### src/rtl/jtopl_wrqueue.sv
// jtopl_wrqueue -- CPU-side write queue and bus sequencer for jtopl chips.
//
// Register writes {chip, reg, data} are buffered in a FIFO and replayed on
// the chip bus as an address-port write followed by a data-port write, each
// followed by a cen-counted recovery gap (AW_WAIT / DW_WAIT cen pulses).
//
// Optional build macro: JTOPL_WRQ_SKIPADDR_EN
//   When defined, the last address written to each chip is remembered and a
//   write whose register matches it skips the address cycle entirely.
//
// Ports:
//   clk, rst        system clock, asynchronous active-high reset
//   cen             clock enable pacing the chip bus (tie to 1 if unused)
//   wr_valid/ready  host write handshake (ready = FIFO not full, ignores cen)
//   wr_chip/reg/data  write descriptor
//   level           FIFO occupancy
//   busy            FIFO non-empty or sequencer active
//   bad_chip        one-clk pulse when an entry with chip >= CHIPS is dropped
//   cs_n, wr_n      per-chip select and write strobe, active low, registered
//   addr, din       port select (0 = address, 1 = data) and bus data
//
// State table:
//   state    | meaning
//   IDLE     | waiting for a queued entry
//   DROP     | head entry targets a missing chip, discard it
//   ADDR     | address-port strobe asserted
//   AWAIT    | address recovery gap
//   DATA     | data-port strobe asserted
//   DWAIT    | data recovery gap, pops the head on exit

module jtopl_wrqueue #(
  parameter int CHIPS   = 2,
  parameter int DEPTH   = 16,
  parameter int AW_WAIT = 12,
  parameter int DW_WAIT = 84,
  parameter int CW      = (CHIPS > 1) ? $clog2(CHIPS) : 1
) (
  input  logic                     clk,
  input  logic                     rst,
  input  logic                     cen,
  input  logic                     wr_valid,
  output logic                     wr_ready,
  input  logic [CW-1:0]            wr_chip,
  input  logic [7:0]               wr_reg,
  input  logic [7:0]               wr_data,
  output logic [$clog2(DEPTH):0]   level,
  output logic                     busy,
  output logic                     bad_chip,
  output logic [CHIPS-1:0]         cs_n,
  output logic                     wr_n,
  output logic                     addr,
  output logic [7:0]               din
);

  localparam int PW   = $clog2(DEPTH);
  localparam int LW   = PW + 1;
  localparam int EW   = CW + 16;
  localparam int WMAX = (AW_WAIT > DW_WAIT) ? AW_WAIT : DW_WAIT;
  localparam int TW   = (WMAX > 1) ? $clog2(WMAX) : 1;
  // A state occupies load+1 cen periods; a zero wait still costs one period.
  localparam logic [TW-1:0] AW_LOAD = (AW_WAIT > 0) ? TW'(AW_WAIT - 1) : '0;
  localparam logic [TW-1:0] DW_LOAD = (DW_WAIT > 0) ? TW'(DW_WAIT - 1) : '0;
  localparam logic [CW:0]   CHIPS_L = (CW + 1)'(CHIPS);

  typedef enum logic [2:0] {
    ST_IDLE, ST_DROP, ST_ADDR, ST_AWAIT, ST_DATA, ST_DWAIT
  } state_t;

  state_t state, state_nxt;

  // ---------------------------------------------------------------- FIFO
  logic [EW-1:0] mem [DEPTH];
  logic [PW-1:0] wr_ptr, rd_ptr;
  logic          push, pop;

  assign wr_ready = (level != LW'(DEPTH));
  assign push     = wr_valid && wr_ready;

  always_ff @(posedge clk) begin
    if (push) mem[wr_ptr] <= {wr_chip, wr_reg, wr_data};
  end

  always_ff @(posedge clk or posedge rst) begin
    if (rst) begin
      wr_ptr <= '0;
      rd_ptr <= '0;
      level  <= '0;
    end else begin
      if (push) wr_ptr <= wr_ptr + PW'(1);
      if (pop)  rd_ptr <= rd_ptr + PW'(1);
      level <= level + LW'(push) - LW'(pop);
    end
  end

  // ------------------------------------------------- entry being launched
  // On DWAIT exit the head is popped in the same edge, so the next launch
  // must look one slot ahead; everywhere else the head is the entry.
  logic [EW-1:0] head_ent, next_ent, l_ent;
  logic [CW-1:0] l_chip;
  logic [7:0]    l_reg, l_data;
  logic          l_bad, skip, launch;

  assign head_ent = mem[rd_ptr];
  assign next_ent = mem[rd_ptr + PW'(1)];
  assign l_ent    = (state == ST_DWAIT) ? next_ent : head_ent;
  assign l_chip   = l_ent[EW-1 -: CW];
  assign l_reg    = l_ent[15:8];
  assign l_data   = l_ent[7:0];
  assign l_bad    = ({1'b0, l_chip} >= CHIPS_L);

`ifdef JTOPL_WRQ_SKIPADDR_EN
  logic [7:0]       last_reg [CHIPS];
  logic [CHIPS-1:0] last_vld;

  assign skip = last_vld[l_chip] && (last_reg[l_chip] == l_reg);

  always_ff @(posedge clk or posedge rst) begin
    if (rst) begin
      last_vld <= '0;
      for (int i = 0; i < CHIPS; i++) last_reg[i] <= '0;
    end else if (launch && !skip) begin
      last_vld[l_chip] <= 1'b1;
      last_reg[l_chip] <= l_reg;
    end
  end
`else
  assign skip = 1'b0;
`endif

  // ------------------------------------------------------------- sequencer
  logic [TW-1:0]    cnt, cnt_nxt;
  logic [CHIPS-1:0] cs_n_nxt;
  logic             wr_n_nxt, addr_nxt, bad_nxt;
  logic [7:0]       din_nxt;

  always_comb begin
    state_nxt = state;
    cnt_nxt   = cnt;
    cs_n_nxt  = cs_n;
    wr_n_nxt  = wr_n;
    addr_nxt  = addr;
    din_nxt   = din;
    pop       = 1'b0;
    bad_nxt   = 1'b0;
    launch    = 1'b0;
    if (cen) begin
      case (state)
        ST_IDLE: begin
          if (level != '0) begin
            if (l_bad) state_nxt = ST_DROP;
            else       launch    = 1'b1;
          end
        end
        ST_DROP: begin
          pop       = 1'b1;
          bad_nxt   = 1'b1;
          state_nxt = ST_IDLE;
        end
        ST_ADDR: begin
          cs_n_nxt  = '1;
          wr_n_nxt  = 1'b1;
          cnt_nxt   = AW_LOAD;
          state_nxt = ST_AWAIT;
        end
        ST_AWAIT: begin
          if (cnt == '0) begin
            state_nxt = ST_DATA;
            cs_n_nxt  = ~(CHIPS'(1) << l_chip);
            wr_n_nxt  = 1'b0;
            addr_nxt  = 1'b1;
            din_nxt   = l_data;
          end else begin
            cnt_nxt = cnt - TW'(1);
          end
        end
        ST_DATA: begin
          cs_n_nxt  = '1;
          wr_n_nxt  = 1'b1;
          cnt_nxt   = DW_LOAD;
          state_nxt = ST_DWAIT;
        end
        ST_DWAIT: begin
          if (cnt == '0) begin
            pop       = 1'b1;
            state_nxt = ST_IDLE;
            // A bad follower is left for IDLE to route through DROP.
            if (level > LW'(1) && !l_bad) launch = 1'b1;
          end else begin
            cnt_nxt = cnt - TW'(1);
          end
        end
        default: state_nxt = ST_IDLE;
      endcase
      if (launch) begin
        cs_n_nxt = ~(CHIPS'(1) << l_chip);
        wr_n_nxt = 1'b0;
        if (skip) begin
          state_nxt = ST_DATA;
          addr_nxt  = 1'b1;
          din_nxt   = l_data;
        end else begin
          state_nxt = ST_ADDR;
          addr_nxt  = 1'b0;
          din_nxt   = l_reg;
        end
      end
    end
  end

  always_ff @(posedge clk or posedge rst) begin
    if (rst) begin
      state    <= ST_IDLE;
      cnt      <= '0;
      cs_n     <= '1;
      wr_n     <= 1'b1;
      addr     <= 1'b0;
      din      <= '0;
      bad_chip <= 1'b0;
    end else begin
      state    <= state_nxt;
      cnt      <= cnt_nxt;
      cs_n     <= cs_n_nxt;
      wr_n     <= wr_n_nxt;
      addr     <= addr_nxt;
      din      <= din_nxt;
      bad_chip <= bad_nxt;
    end
  end

  assign busy = (level != '0) || (state != ST_IDLE);

endmodule

### config.mk
export PLATFORM = sky130hd
export DESIGN_NAME = jtopl_wrqueue
export DESIGN_NICKNAME = d
export VERILOG_FILES = /design/src/rtl/jtopl_wrqueue.sv
export SDC_FILE = /design/constraint.sdc
export NUM_CORES = 1
export LEC_CHECK = 0
export CORE_ASPECT_RATIO = 0.6
export CORE_MARGIN = 10
export CORE_UTILIZATION = 35
export DETAILED_ROUTE_END_ITERATION = 10
export DONT_BUFFER_PORTS = 1
export PLACE_DENSITY = 0.59
export SLEW_MARGIN = 20
export SYNTH_ARGS = -nofsm -noshare
export SYNTH_HDL_FRONTEND = slang
export SYNTH_SLANG_ARGS = --single-unit
export TNS_END_PERCENT = 5
### constraint.sdc
create_clock -name clk -period 3.2 [get_ports clk]
set_input_delay 0.48 -clock clk [delete_from_list [all_inputs] [get_ports clk]]
set_output_delay 0.48 -clock clk [all_outputs]
set_load 0.005 [all_outputs]
**After elaboration in Yosys (flattened, before gate mapping)**

Memory sizes are Yosys's and may differ from the RTL's.
Cells that the tools add are included.

- Memories: 1
- RAM bits: 272
- Output and inout port bits: 20
- Input bits: 21
- Register bits: 36

- Multiplexer cells: 31
- Equality and inequality tests: 10
- Magnitude comparators: 1
- Reduce and logical (&&, ||, !) cells: 16
- Add/subtract/negate cells: 5
- Shifts and indexed selects: 1
- Bitwise operators: 1

Memories:

| name | depth | width | rd ports | clocked after Yosys merged registers in | write ports | RTL line | text |
|---|---|---|---|---|---|---|---|
| mem | 16 | 17 | 2 | 0 | 1 | 72 | `logic [EW-1:0] mem [DEPTH];` |

Operator list:

| operator | count |
|---|---|
| 8-bit two-way mux | 3 |
| 7-bit one-hot mux with 3 select lines | 1 |
| 17-bit two-way mux | 1 |
| 1-bit two-way mux | 15 |
| 3-bit one-hot mux with 5 select lines | 1 |
| 3-bit two-way mux | 3 |
| 3-bit AND reduction | 3 |
| 3-bit nonzero test | 3 |
| 4-bit by 1-bit adder with 4-bit output, second input constant | 2 |
| 7-bit logical NOT | 1 |
| 7-bit two-way mux | 1 |
| 7-bit by 1-bit subtractor with 7-bit output, second input constant | 1 |
| 3-bit by 2-bit equality test with 1-bit output, second input constant | 2 |
| 3-bit equality test, second input constant | 2 |
| 1-bit one-hot mux with 2 select lines | 3 |
| 5-bit by 1-bit adder with 5-bit output | 1 |
| 5-bit by 1-bit > comparator with 1-bit output, second input constant | 1 |
| 5-bit != test, second input constant | 1 |
| 5-bit nonzero test | 1 |
| 5-bit by 1-bit subtractor with 5-bit output | 1 |
| 2-bit two-way mux | 2 |
| 2-bit != test, second input constant | 2 |
| 2-bit one-hot mux with 2 select lines | 1 |
| 4-bit AND reduction | 1 |
| other kinds (10) | 12 |

**Depth between registers and ports, before layout**

Gate-level depths: netlist of the first run.
An unclocked memory read counts as a cell.

- Word-level depth: 8
- Gate-level depth with buffers: 16

**Worst setup path before layout of the first run**

Ideal clock, no wire load.

- Path type: register to register
- Start point: reg level[2]
- End point: mem mem[0][0] (netlist bit) (enable)
- Period minus slack after synthesis: 3.377 ns
- Cell stages (with the launch flop): 8
- Arrival time: 2.942 ns
- Slack: -0.177 ns
- Buffers on the path: 1
- Path through: dfrtp_1 inv_1 ha_1 nand4_1 and2_1 clkbuf_1 inv_1 nor4_1

- Cells in the longest elaborated chain, start to end: 4

Ends and longest elaborated chain:

| what | RTL line | text |
|---|---|---|
| from (decl) | 46 | `output logic [$clog2(DEPTH):0] level,` |
| from (signal assigned) | 91 | `level <= level + LW'(push) - LW'(pop);` |
| 5-bit != test | 76 | `assign wr_ready = (level != LW'(DEPTH));` |
| net wr_ready | 42 | `output logic wr_ready,` |
| 1-bit logical AND | 77 | `assign push = wr_valid && wr_ready;` |
| 1-bit two-way mux | 80 | `if (push) mem[wr_ptr] <= {wr_chip, wr_reg, wr_data};` |
| 1-bit two-way mux (not written as such) | 80 |  |
| to (decl) | 72 |  |

The timed path passes the listed nets, and every way through them passes these cells.

**Final worst setup path of the first run**

- Start point: reg level[3]
- End point: reg din[1]

- Cells in the longest elaborated chain, start to end: 7

Ends and longest elaborated chain:

| what | RTL line | text |
|---|---|---|
| 5-bit by 1-bit > comparator with 1-bit output | 187 | `if (level > LW'(1) && !l_bad) launch = 1'b1;` |
| 1-bit two-way mux | 187 |  |
| 1-bit two-way mux | 183 | `if (cnt == '0) begin` |
| 1-bit one-hot mux with 2 select lines * | 147 | `case (state)` |
| 1-bit two-way mux * | 146 | `if (cen) begin` |
| 2-bit nonzero test (no line) | n/a |  |
| 3-bit AND reduction (no line) | n/a |  |
| to (signal assigned) | 225 | `din <= din_nxt;` |
| to (decl) | 52 | `output logic [7:0] din` |

Every way passes the cells marked *; elsewhere a longest branch is shown, timed or not. The select of a mux whose other input is x is not followed.
A chain may end at the register's enable or synchronous reset.

==> results.cfg, run 1 <==
[logic_synthesis]
yosysWarnings = 0
synth_top_cell_area_share_pct = 59.6
synthArstFlopShare_pct = 11.7
synth_area_leaders = edfxtp_1 60%, mux4_2 16%, dfrtp_1 6.0%, mux2i_1 1.8%, ha_1 1.5%
yosysSeqAreaShare_pct = 66.2
syn_area_per_cell_um2 = 18.3
synth_edf_count = 272
syn_inst = 749
synth.distinct_cells = 57
synthesis.nets = 787
syn_area_mm2 = 0.0137
synth_top_area_cell = edfxtp_1
synth_seq_cells = 308
synth_flop_cell = edfxtp_1

[floorplanning]
fp.dieW_um = 275
rows = 56
die_height_um = 173
initial_utilization_pct = 35.3
core_area_mm2 = 0.0388
design.die.area_mm2 = 0.0477
num_io_pins = 41

[worst_setup_path]
cp-start-kind = flop
crit_path_end_kind = flop
cp_max_fo = 7
cp.required_ps = 3650
cpMaxStageDelayCell = or4b_1
cpPeakStageDelay_ps = 580
crit_chain = inv_1, ha_1, or4b_1, nand4_1, o22ai_1, a2111oi_1, o21ai_1, mux2_4
r2r_setup_slack_ps = 290
criticalPathCategory = reg -> reg
cp.arrival_ps = 3360

[layout]
nets = 839
final_util_pct = 40.8
num_antenna_cells = 0
fillCellCount = 3459
syn2layout_area_growth_pct = 15.5
drive_gt1_share_pct = 27.5

[global_route]
grt_usage_pct = 14.0
grt_pass1_vias = 7338
grt_pass1_wl_um = 50000
grt_remaining_overflow = 0
grt_max_degree = 52
antenna_found_initial = 0

[clocking]
clk_pin_slew_worst_paths_ps = 70
cts_buffer_depth = 3
clock_latency_ps = 570
h-tree-depth = 1
post-cts-setup-buffers = 0
cts_buffers = 29
root_buffer = clkbuf_16
cts_tree = built
cts_num_sinks = 308

[drt]
drt_wl_total_um = 33500
via_per_inst = 5.43
route.detailed.drc = 0
dr.first_iter.drc_count = 888
drt_pass1_iterations = 4
avgRoutedWirePerCell_um = 24.9
num_vias = 7315
postRouteAntennaNets = 0

[placed_design]
port_buffers = 0
dp_hpwl_um = 20600
gp_congestion = 0.819

[sta]
fin_crit_ps = 2910
drv_slew = 0
fmax_mhz = 344
relSlewSlack_pct = 40.9
clock_skew_ps = 16.8
finalSetupViolCount = 0
whs_ps = 83.3
hold_viol_final = 0
rsz0062_at_grt = false
tightest_slew_ps = 885
finalCritPeriodShare_pct = 90.9

[worst_hold_path]
worst_hold_path_type = in -> reg

[status]
outcome = finished clean

[power]
p_leak_uw = 0.00527
peakVddDrop_mv = 0.595
power.density_mw_per_mm2 = 915
finalPower_uw = 14500

[flow_run]
maxCapViolCount = 0
==> cell usage in the layout (no fill, tap or decap), drive strengths merged, types with 7 or more instances in the layout <==
cell type	n
edfxtp	272
mux4	106
buf	44
clkbuf	41
inv	37
dfrtp	33
nand2	28
nor2	27
mux2i	25
dlygate4sd3	18
o21ai	18
a21oi	17
ha	16
mux2	16
o22ai	15
and2	11
nand2b	11
a2111oi	7
==> worst max-delay path, delay by kind of cell, from the launching register on <==
kind / cells / cell delay, ps
compound gates: 3 / 700
fa+ha+maj: 1 / 220
buf+inv: 1 / 150
flops: 1 / 400
mux: 1 / 260
simple gates: 2 / 1060
==> where the power goes <==
group	internal (µW)	total, µW	switching [µW]	leakage (µW)
sequential	4960	5400	446	0.00288
clock	2190	3690	1500	0.000498
combinational	2620	5380	2760	0.00189
==> synthesized netlist by cell type (5+ instances only) <==
| master | count |
|---|---|
| mux2i_1 | 25 |
| ha_1 | 16 |
| clkbuf_1 | 13 |
| nor3_1 | 6 |
| mux4_2 | 99 |
| nand2_1 | 28 |
| o21ai_0 | 11 |
| mux2_2 | 14 |
| mux4_1 | 7 |
| o21ai_1 | 7 |
| and2_1 | 11 |
| edfxtp_1 | 272 |
| a2111oi_0 | 5 |
| o22ai_1 | 15 |
| nor2_1 | 27 |
| xor2_1 | 5 |
| xnor2_1 | 6 |
| dfrtp_1 | 33 |
| buf_2 | 21 |
| nand2b_1 | 11 |
| inv_1 | 36 |
| nand3_1 | 5 |
| a21oi_1 | 17 |
==> sequential cells by signal, indices dropped and copies added, names as in the netlist <==
signal,count
din,8
addr,1
mem,272
wr_ptr,4
bad_chip,1
rd_ptr,4
state,3
cnt,7
cs_n,2
level,5
wr_n,1
==> layout make-up <==
cell class	instances	area, µm²	share of cell area (%)
inverters	36	135	0.854
multi-input cells	364	4310	27.3
well taps	522	653	4.13
clock inverters	13	195	1.23
repair buffers	62	623	3.94
flip-flops and latches	308	9080	57.4
clock buffers	41	821	5.19
==> path summary, 6_finish.rpt <==
kind                       cells past startpoint               endpoint                start
setup reg to reg                               8     din[1]$_DFFE_PP0P_   level[3]$_DFF_PP0_
min in group asynchronous                      2     level[3]$_DFF_PP0_                  rst
setup / recovery                               8     din[1]$_DFFE_PP0P_   level[3]$_DFF_PP0_
hold / removal                                 2     bad_chip$_DFF_PP0_                  cen
hold reg to reg                                1    cs_n[0]$_DFFE_PP1P_  cs_n[0]$_DFFE_PP1P_
max in group asynchronous                      2  rd_ptr[0]$_DFFE_PP0P_                  rst
==> what timing repair did <==
action                     4_1_cts  5_1_grt
hold endpoints to repair       277        0
hold buffers                    18        0
resized for setup                0        1
setup endpoints to repair        0        1
==> routing by layer <==
layer / track usage (%) / vias up / wire length [µm]
met5: 0 / - / 0
met1: 21.8 / 3887 / 16500
li1: - / 3141 / -
met3: 2.42 / 46 / 2090
met4: 3.29 / 0 / 798
met2: 19.8 / 241 / 14100
==> stage by stage <==
stage | TNS [ps] | cell area, µm² | cells | worst slack (ps)
finish | 0 | 15800 | 1346 | 290
detailed placement | 0 | 14600 | 1274 | 309
global placement | 0 | 14600 | 1274 | 322
CTS | 0 | 15800 | 1346 | 293
global route | 0 | 15800 | 1346 | 13.0
floorplan | -12010 | 13700 | 749 | -177
==> kinds of logic (layout without fill, tap and decap cells) <==
| family | Yosys count | in the layout | synth area share (%) |
|---|---|---|---|
| AND/OR/NAND/NOR | 110 | 110 | 4.13 |
| XOR/XNOR | 12 | 12 | 0.822 |
| multiplexers | 147 | 147 | 20.8 |
| buffers and inverters | 77 | 152 | 2.64 |
| AO/OA/AOI/OAI | 78 | 78 | 3.73 |
| flip-flops | 308 | 308 | 66.2 |
| adder cells (fa/ha/maj) | 17 | 17 | 1.61 |
Note: power is estimated with default switching activity, not from simulation.
==> run 2, diff against run 1 <==
--- a/config.mk
+++ b/config.mk
@@ -10,7 +10,8 @@
 export CORE_UTILIZATION = 35
 export DETAILED_ROUTE_END_ITERATION = 10
 export DONT_BUFFER_PORTS = 1
-export PLACE_DENSITY = 0.59
+export HOLD_SLACK_MARGIN = 0.15
+export PLACE_DENSITY_LB_ADDON = 0.2
 export SLEW_MARGIN = 20
 export SYNTH_ARGS = -nofsm -noshare
 export SYNTH_HDL_FRONTEND = slang
==> results.cfg, run 2 (synthesis gave the netlist of run 1 again) <==
[layout]
drive_gt1_share_pct = 27.1
reg_top3 = mem (272), din (8), cnt (7)
regMostFlops = mem
final_common_cell = edfxtp_1
final_cell_mix = 272 x edfxtp_1, 99 x mux4_2, 35 x inv_1
num_antenna_cells = 0
nets = 838
largest_reg_flops = 272
syn2layout_area_growth_pct = 14.9

[placed_design]
pre_cts_slack_ps = 191
gp_congestion = 0.797
dp_hpwl_um = 22000
port_buffers = 0

[sta]
fin_crit_ps = 3060
finalCritPeriodShare_pct = 95.6
finalSetupViolCount = 0
rsz0062_at_grt = false
setup_slack_ps = 142
hold_viol_final = 0
drv_slew = 0
whs_ps = 233
tightest_slew_ps = 943
setup_tns_ps = 0
clock_skew_ps = 9.67
relSlewSlack_pct = 37.2
fmax_mhz = 327

[power]
p_leak_uw = 0.00521
p_switching_uw = 4790
power.density_mw_per_mm2 = 899
clkPwrFrac_pct = 23.5
peakVddDrop_mv = 0.682
p_int_uw = 9360
finalPower_uw = 14100
seqPwrFrac_pct = 38.1
p_sw_share_pct = 33.8
pwr-share-comb_pct = 38.5

[drt]
dr.first_iter.drc_count = 759
route.detailed.drc = 0
drt_pass1_iterations = 5
postRouteAntennaNets = 0
via_per_inst = 5.54
avgRoutedWirePerCell_um = 26.6
num_vias = 7446
drt_wl_total_um = 35800

[global_route]
grt_pass1_vias = 7595
grt_pass1_wl_um = 52900
grt_max_degree = 56
grt_remaining_overflow = 0
grt_usage_pct = 15.0
antenna_found_initial = 1

[worst_setup_path]
cp.arrival_ps = 3500
criticalPathCategory = reg -> reg
cp.required_ps = 3650
cp-start-kind = flop
crit_path_end_kind = flop
cp_max_fo = 8

[clocking]
root_buffer = clkbuf_16
cts_num_sinks = 308
post-cts-setup-buffers = 0
clock_latency_ps = 560
cts_buffer_depth = 3
h-tree-depth = 1
clk_pin_slew_worst_paths_ps = 70
cts_buffers = 29
cts_tree = built

[floorplanning]
num_io_pins = 41
fp.dieW_um = 275
die_height_um = 173
core_area_mm2 = 0.0388
design.die.area_mm2 = 0.0477
initial_utilization_pct = 35.3
rows = 56

[worst_hold_path]
worst_hold_path_type = in -> reg

[status]
outcome = finished clean

[flow_run]
maxCapViolCount = 0
## run 2: final cells by class
cell class	count	area [µm²]
timing repair buffer	61	668
tap	522	653
inverter	36	135
multi-input combinational	364	4300
clock buffer	33	741
sequential	308	9080
fill	3448	23100
clock inverter	20	154
## run 2: worst paths after layout
kind | startpoint | endpoint | slack, ps | depth (start not counted)
setup / recovery | level[3]$_DFF_PP0_ | din[6]$_DFFE_PP0P_ | 140 | 8
hold / removal | cen | state[0]$_DFFE_PP0P_ | 230 | 2
setup reg to reg | level[3]$_DFF_PP0_ | din[6]$_DFFE_PP0P_ | 140 | 8
hold reg to reg | cs_n[1]$_DFFE_PP1P_ | cs_n[1]$_DFFE_PP1P_ | 520 | 1
max in group asynchronous | rst | cs_n[0]$_DFFE_PP1P_ | 2040 | 3
min in group asynchronous | rst | wr_ptr[2]$_DFFE_PP0P_ | 450 | 2
## run 2: worst max-delay path, cell delays in order (launching register included)
cell	delay (ps)
dfrtp_1	420
inv_1	140
ha_1	230
or4b_1	600
nand3_1	610
a21oi_1	90
a2111oi_0	430
o21ai_1	140
mux2_2	280
## run 2: power groups by stage
stage / Clock (µW) / Combinational (µW) / Sequential (µW)
4_1_cts: 3400 / 5500 / 5390
2_1_floorplan: 0 / 3990 / 5220
5_1_grt: 3580 / 5860 / 5440
3_3_place_gp: 0 / 5310 / 5440
3_5_place_dp: 0 / 5410 / 5470
6_report: 3320 / 5440 / 5390
## run 2: what timing repair did
item / CTS / global route
endpoints found under the hold margin: 296 / 0
hold buffers: 19 / 0
setup endpoints to repair: 0 / 2
gates resized for setup: 0 / 1
## run 2: per-stage QoR
stage	area (µm²)	std cells	util (%)
6_report	15700	1344	40.5
5_1_grt	15700	1344	40.5
4_1_cts	15700	1344	40.5
3_5_place_dp	14600	1272	37.7
3_3_place_gp	14600	1272	37.7
2_1_floorplan	13700	749	-
## run 2: routing by layer
metal	track usage, %	up-vias	share of wire [%]
li1	-	3131	-
met1	22.3	3996	47
met2	22.5	270	45
met3	2.88	45	6.4
met4	2.59	4	1.7
met5	0.631	-	0.14
